===== config.mk =====
export PLATFORM = sky130hd
export DESIGN_NAME = peripheral_bfm_slave_axi4
export DESIGN_NICKNAME = d
export VERILOG_FILES = /design/src/rtl/peripheral_bfm_slave_axi4.sv
export SDC_FILE = /design/constraint.sdc
export NUM_CORES = 1
export LEC_CHECK = 0
export BUFFER_PORTS_ARGS = -buffer_cell sky130_fd_sc_hd__buf_2
export CORE_MARGIN = 2
export CORE_UTILIZATION = 30
export DETAILED_ROUTE_END_ITERATION = 10
export REMOVE_ABC_BUFFERS = 1
export SLEW_MARGIN = 20
export SYNTH_ARGS = -nofsm -noshare
export SYNTH_HDL_FRONTEND = slang
export SYNTH_SLANG_ARGS = --single-unit

===== constraint.sdc =====
create_clock -name aclk -period 4.8 [get_ports aclk]
set_input_delay 0.72 -clock aclk [delete_from_list [all_inputs] [get_ports aclk]]
set_output_delay 0.72 -clock aclk [all_outputs]
set_load 0.05 [all_outputs]

===== src/rtl/peripheral_bfm_slave_axi4.sv =====
// Single-beat AXI4 slave with a small register file.
// Configurable response latency and optional SLVERR on out-of-range.
module peripheral_bfm_slave_axi4 #(
  parameter int MEM_WORDS   = 16,
  parameter int WAIT_CYCLES = 0,
  parameter int ERR_EN      = 1
) (
  input  logic        aclk,
  input  logic        areset,
  input  logic [3:0]  awid,
  input  logic [31:0] awadr,
  input  logic        awvalid,
  output logic        awready,
  input  logic [31:0] wrdata,
  input  logic [3:0]  wstrb,
  input  logic        wlast,
  input  logic        wvalid,
  output logic        wready,
  output logic [3:0]  bid,
  output logic [1:0]  bresp,
  output logic        bvalid,
  input  logic        bready,
  input  logic [3:0]  arid,
  input  logic [31:0] araddr,
  input  logic        arvalid,
  output logic        arready,
  output logic [3:0]  rid,
  output logic [31:0] rdata,
  output logic [1:0]  rresp,
  output logic        rlast,
  output logic        rvalid,
  input  logic        rready
);

  localparam int LP_AW = (MEM_WORDS > 1) ? $clog2(MEM_WORDS) : 1;
  localparam logic [3:0] LP_WEND =
    (WAIT_CYCLES > 0) ? 4'(WAIT_CYCLES - 1) : 4'd0;
  localparam logic [1:0] RESP_OK  = 2'b00;
  localparam logic [1:0] RESP_ERR = 2'b10;

  typedef enum logic [2:0] {
    W_IDLE, W_ADDR, W_DATA, W_WAIT, W_RESP
  } wstate_t;

  typedef enum logic [1:0] {
    R_IDLE, R_WAIT, R_RESP
  } rstate_t;

  function automatic logic [LP_AW-1:0] f_idx(input logic [31:0] a);
    return a[LP_AW+1:2];
  endfunction

  function automatic logic f_err(input logic [31:0] a);
    return (ERR_EN != 0) && (|a[31:LP_AW+2]);
  endfunction

  logic [31:0] r_mem [MEM_WORDS];
  logic        r_live;

  wstate_t     r_wstate;
  wstate_t     w_wnext;
  logic [31:0] r_awadr;
  logic [3:0]  r_awid;
  logic [31:0] r_wdata;
  logic [3:0]  r_wstrb;
  logic [3:0]  r_bid;
  logic [1:0]  r_bresp;
  logic [3:0]  r_wcnt;

  rstate_t     r_rstate;
  rstate_t     w_rnext;
  logic [3:0]  r_rid;
  logic [31:0] r_rdata;
  logic [1:0]  r_rresp;
  logic [3:0]  r_rcnt;

  logic        w_awready;
  logic        w_wready;
  logic        w_arready;
  logic        w_aw_hs;
  logic        w_w_hs;
  logic        w_ar_hs;
  logic        w_commit;
  logic        w_bvalid;
  logic        w_rvalid;

  logic [31:0] w_wa;
  logic [31:0] w_wd;
  logic [3:0]  w_ws;
  logic [3:0]  w_wid;
  logic        w_werr;
  logic [LP_AW-1:0] w_widx;
  logic        w_rerr;
  logic [LP_AW-1:0] w_ridx;

  logic        w_unused_ok;
  assign w_unused_ok = wlast;

  assign w_awready = r_live &
    ((r_wstate == W_IDLE) || (r_wstate == W_DATA));
  assign w_wready  = r_live &
    ((r_wstate == W_IDLE) || (r_wstate == W_ADDR));
  assign w_arready = r_live & (r_rstate == R_IDLE);

  assign w_aw_hs = awvalid & w_awready;
  assign w_w_hs  = wvalid & w_wready;
  assign w_ar_hs = arvalid & w_arready;

  // Merge the held half of a split write with the live half.
  assign w_wa  = (r_wstate == W_ADDR) ? r_awadr : awadr;
  assign w_wid = (r_wstate == W_ADDR) ? r_awid  : awid;
  assign w_wd  = (r_wstate == W_DATA) ? r_wdata : wrdata;
  assign w_ws  = (r_wstate == W_DATA) ? r_wstrb : wstrb;
  assign w_werr = f_err(w_wa);
  assign w_widx = f_idx(w_wa);
  assign w_rerr = f_err(araddr);
  assign w_ridx = f_idx(araddr);

  // Readies only come up one edge after reset is released.
  always_ff @(posedge aclk) begin
    r_live <= ~areset;
  end

  // Write FSM state register.
  always_ff @(posedge aclk) begin
    if (areset) r_wstate <= W_IDLE;
    else        r_wstate <= w_wnext;
  end

  // Write FSM next state, commit strobe and bvalid.
  always_comb begin
    w_wnext  = r_wstate;
    w_commit = 1'b0;
    w_bvalid = 1'b0;
    unique case (r_wstate)
      W_IDLE: begin
        if (w_aw_hs && w_w_hs) w_commit = 1'b1;
        else if (w_aw_hs)      w_wnext  = W_ADDR;
        else if (w_w_hs)       w_wnext  = W_DATA;
      end
      W_ADDR: begin
        if (w_w_hs) w_commit = 1'b1;
      end
      W_DATA: begin
        if (w_aw_hs) w_commit = 1'b1;
      end
      W_WAIT: begin
        if (r_wcnt == LP_WEND) w_wnext = W_RESP;
      end
      W_RESP: begin
        w_bvalid = 1'b1;
        if (bready) w_wnext = W_IDLE;
      end
      default: w_wnext = W_IDLE;
    endcase
    if (w_commit)
      w_wnext = (WAIT_CYCLES == 0) ? W_RESP : W_WAIT;
  end

  // Write channel holding registers, response fields, wait counter.
  always_ff @(posedge aclk) begin
    if (areset) begin
      r_awadr <= '0;
      r_awid  <= '0;
      r_wdata <= '0;
      r_wstrb <= '0;
      r_bid   <= '0;
      r_bresp <= RESP_OK;
      r_wcnt  <= '0;
    end else begin
      if (w_aw_hs) begin
        r_awadr <= awadr;
        r_awid  <= awid;
      end
      if (w_w_hs) begin
        r_wdata <= wrdata;
        r_wstrb <= wstrb;
      end
      if (w_commit) begin
        r_bid   <= w_wid;
        r_bresp <= w_werr ? RESP_ERR : RESP_OK;
        r_wcnt  <= '0;
      end else if (r_wstate == W_WAIT) begin
        r_wcnt  <= r_wcnt + 4'd1;
      end
    end
  end

  // Register file: byte-lane writes; errored writes leave it alone.
  always_ff @(posedge aclk) begin
    if (areset) begin
      for (int i = 0; i < MEM_WORDS; i++) r_mem[i] <= '0;
    end else if (w_commit && !w_werr) begin
      for (int b = 0; b < 4; b++)
        if (w_ws[b]) r_mem[w_widx][8*b +: 8] <= w_wd[8*b +: 8];
    end
  end

  // Read FSM state register.
  always_ff @(posedge aclk) begin
    if (areset) r_rstate <= R_IDLE;
    else        r_rstate <= w_rnext;
  end

  // Read FSM next state and rvalid.
  always_comb begin
    w_rnext  = r_rstate;
    w_rvalid = 1'b0;
    unique case (r_rstate)
      R_IDLE: begin
        if (w_ar_hs)
          w_rnext = (WAIT_CYCLES == 0) ? R_RESP : R_WAIT;
      end
      R_WAIT: begin
        if (r_rcnt == LP_WEND) w_rnext = R_RESP;
      end
      R_RESP: begin
        w_rvalid = 1'b1;
        if (rready) w_rnext = R_IDLE;
      end
      default: w_rnext = R_IDLE;
    endcase
  end

  // Read capture: memory sampled at the AR edge sees pre-write data.
  always_ff @(posedge aclk) begin
    if (areset) begin
      r_rid   <= '0;
      r_rdata <= '0;
      r_rresp <= RESP_OK;
      r_rcnt  <= '0;
    end else if (w_ar_hs) begin
      r_rid   <= arid;
      r_rdata <= w_rerr ? 32'h0 : r_mem[w_ridx];
      r_rresp <= w_rerr ? RESP_ERR : RESP_OK;
      r_rcnt  <= '0;
    end else if (r_rstate == R_WAIT) begin
      r_rcnt  <= r_rcnt + 4'd1;
    end
  end

  assign awready = w_awready;
  assign wready  = w_wready;
  assign arready = w_arready;
  assign bvalid  = w_bvalid;
  assign bid     = r_bid;
  assign bresp   = r_bresp;
  assign rvalid  = w_rvalid;
  assign rlast   = w_rvalid;
  assign rid     = r_rid;
  assign rresp   = r_rresp;
  assign rdata   = w_rvalid ? r_rdata : 32'h0;

endmodule


==> run_results.csv <==
group,metric,value,unit
detailed_routing,drc,0,
grt,grt_pass1_vias,20900,
logic_synthesis,synth_area,29500,um2
sta,finalCritPeriodShare,0.746,
power,powerDensity,369,nW/um2
placed_design,hpwl,52.8,mm
logic_synthesis,ys_seq_elements,633,
logic_synthesis,synth-edff-count,512,
worst_setup_path,crit_type,"flop to flop",
layout,post-route-util,0.354,
detailed_routing,ant_nets,0,
layout,final_area,34400,um2
clock_network,cts_resized,0,
clock_network,cts.sinks,633,
hold_path,hp-class,"input port to flop",
placed_design,io_buffers,158,
grt,grtUsageTotal,0.165,
sta,min_period,3.58,ns
sta,maxSlewHeadroom,0.294,
clock_network,clockBufferDepth,3,
logic_synthesis,synth.avg_cell_area,13.0,um2
grt,overflow,0,
power,seq_power_share,0.486,
placed_design,gp_congestion,0.811,
worst_setup_path,worstSetupStartpointType,"flop",
layout,layout-drive-gt1-share,0.270,
sta,worst_slew_pin_slew,1.06,ns
logic_synthesis,ys_async_sr_fraction,0,
sta,hold_viol,0,
power,power,12.7,mW
clock_network,post-cts-setup-buffers,0,
sta,fin_ws,1.22,ns
power,p_leak,11.1,nW
logic_synthesis,seq_area_frac_synth,0.604,
clock_network,clk_latency,0.62,ns
logic_synthesis,synth.top_cell.area_share,0.521,
worst_setup_path,critPathRequiredTime,5.11,ns
worst_setup_path,critPathMaxFanout,182,
sta,fmax,0.279,GHz
die,core_area,97000,um2
sta,setup_viol,0,
die,fp.dieH,318,um
clock_network,h-tree-depth,3,
detailed_routing,vias,20900,
placed_design,dpl_cell_area,32100,um2
grt,grt_pass1_wl,128,mm
die,ioPinCount,166,
power,switching_power,2.95,mW
power,swShare,0.232,
die,chipWidth,318,um
die,start_util,0.304,
logic_synthesis,synth.distinct_cells,43,
detailed_routing,drt_iter0_markers,2044,
worst_setup_path,worst_ep_arrival_time,3.90,ns
logic_synthesis,yosys_warnings,0,
sta,skew,0.0243,ns
power,p_clk_frac,0.428,
clock_network,clk_pin_slew,0.06,ns
power,p_int,9.74,mW
worst_setup_path,endpoint_kind,"flop",
grt,antenna_found_initial,10,
sta,final_max_slew_viol_count,0,
layout,layout_commonest_cell,"nor4_1",
clock_network,hold_buffers,0,
placed_design,pre_cts_ws,1.14,ns
flow_run,cap_violations,0,
layout,fill_cells,9375,
sta,rsz0062_at_grt,"no",
detailed_routing,finalWirelength,84.8,mm
clock_network,cts_made_buffers,68,
logic_synthesis,synth_cells,2268,
detailed_routing,vias_per_cell,5.68,
sta,setup_tns,0,ns
clock_network,cts_tree,"built",
logic_synthesis,synth.area.top_cells,"edfxtp_1 52%, nor4_1 11%, mux4_2 9.8%",
detailed_routing,post_drt_wl_per_cell,23.1,um
logic_synthesis,yosysTopAreaCell,"edfxtp_1",
power,combPwrFrac,0.087,
logic_synthesis,synth_top_flop_cell,"edfxtp_1",
die,die_area,101000,um2
layout,layout_common_cells,"520 x nor4_1, 512 x edfxtp_1, 193 x nand2_1",
layout,nNetsFinal,2465,
layout,area_growth,16.6,%
status,status,"completed",
clock_network,cts-root-buf,"clkbuf_16",
grt,grt_max_degree,183,
power,ir_drop,0.229,mV
die,num_rows,114,
detailed_routing,drt_first_pass_iters,5,
-- state kept, by name, indices dropped and copies added (netlist names), 30 cells and up --
name	cells
r_mem	512
r_awadr	30
r_wdata	32
r_rdata	32
-- metal layers --
layer / track usage / wire length, um / up-vias
met1: 0.216 / 34300 / 10400
met3: 0.0421 / 7680 / 166
met2: 0.267 / 40600 / 944
met5: 0 / 123 / -
li1: - / - / 9368
met4: 0.0498 / 2180 / 18
-- path summary, 6_finish.rpt --
check / startpoint / end / slack, ns / cells past startpoint
setup / recovery: r_wstate[0] / r_mem[1][23] / 1.22 / 6
hold / removal: wstrb[1] / r_wstrb[1] / 0.36 / 3
setup reg to reg: r_wstate[0] / r_mem[1][23] / 1.22 / 6
hold reg to reg: r_wdata[29] / r_wdata[29] / 0.45 / 2
-- critical path, cell delays in order, from the launching register on --
cell	delay, ns
dfxtp_1	0.53
nor3b_2	0.24
buf_4	0.29
mux2_8	0.67
buf_12	0.37
o31ai_1	0.61
buf_4	0.26
-- final cells by class --
type | instances | area, um2 | share of cell area
antenna | 1 | 2.50 | 0.0000728
clock buffer | 91 | 2010 | 0.0584
clock inverter | 29 | 303 | 0.00881
inverter | 4 | 15.0 | 0.000437
multi-input combinational | 1320 | 10500 | 0.306
sequential | 633 | 17800 | 0.518
tap | 1276 | 1600 | 0.0465
timing repair buffer | 320 | 2130 | 0.0620
-- kinds of logic after synthesis --
logic type,synth area share
other,0.000127
AND/OR/NAND/NOR,0.176
adder cells (fa/ha/maj),0.000849
AO/OA/AOI/OAI,0.0349
buffers and inverters,0.0426
XOR/XNOR,0.000891
multiplexers,0.141
flip-flops,0.604
-- synth_stat cells, types with 3 or more instances --
library cell / count
a211oi_1: 7
edfxtp_1: 512
nor3b_1: 3
nand2b_1: 11
buf_1: 25
mux2_2: 70
o21ai_0: 3
mux4_2: 128
buf_2: 43
mux2i_1: 48
dfxtp_1: 121
nand2_1: 194
clkbuf_1: 240
nor4_2: 10
o31ai_1: 64
nor2_1: 28
nand3_1: 33
buf_4: 4
and2_1: 34
a21oi_1: 73
and4_1: 3
inv_1: 3
o211ai_2: 4
nor4_1: 520
nand4_1: 65
-- power groups by stage --
| stage | clock network, mW | logic [mW] | registers [mW] |
|---|---|---|---|
| floorplan | 0 | 0.557 | 6.28 |
| global placement | 0 | 1.08 | 6.27 |
| detailed placement | 0 | 1.10 | 6.28 |
| CTS | 5.50 | 1.10 | 6.17 |
| global route | 5.71 | 1.17 | 6.18 |
| finish | 5.43 | 1.10 | 6.17 |
-- stage by stage --
step	hold slack, ns	std cells
2_1_floorplan	0.417	1957
3_3_place_gp	0.438	3552
3_5_place_dp	0.446	3553
4_1_cts	0.330	3673
5_1_grt	0.338	3673
6_report	0.362	3674
No activity file was read; power rests on OpenSTA's default activity.
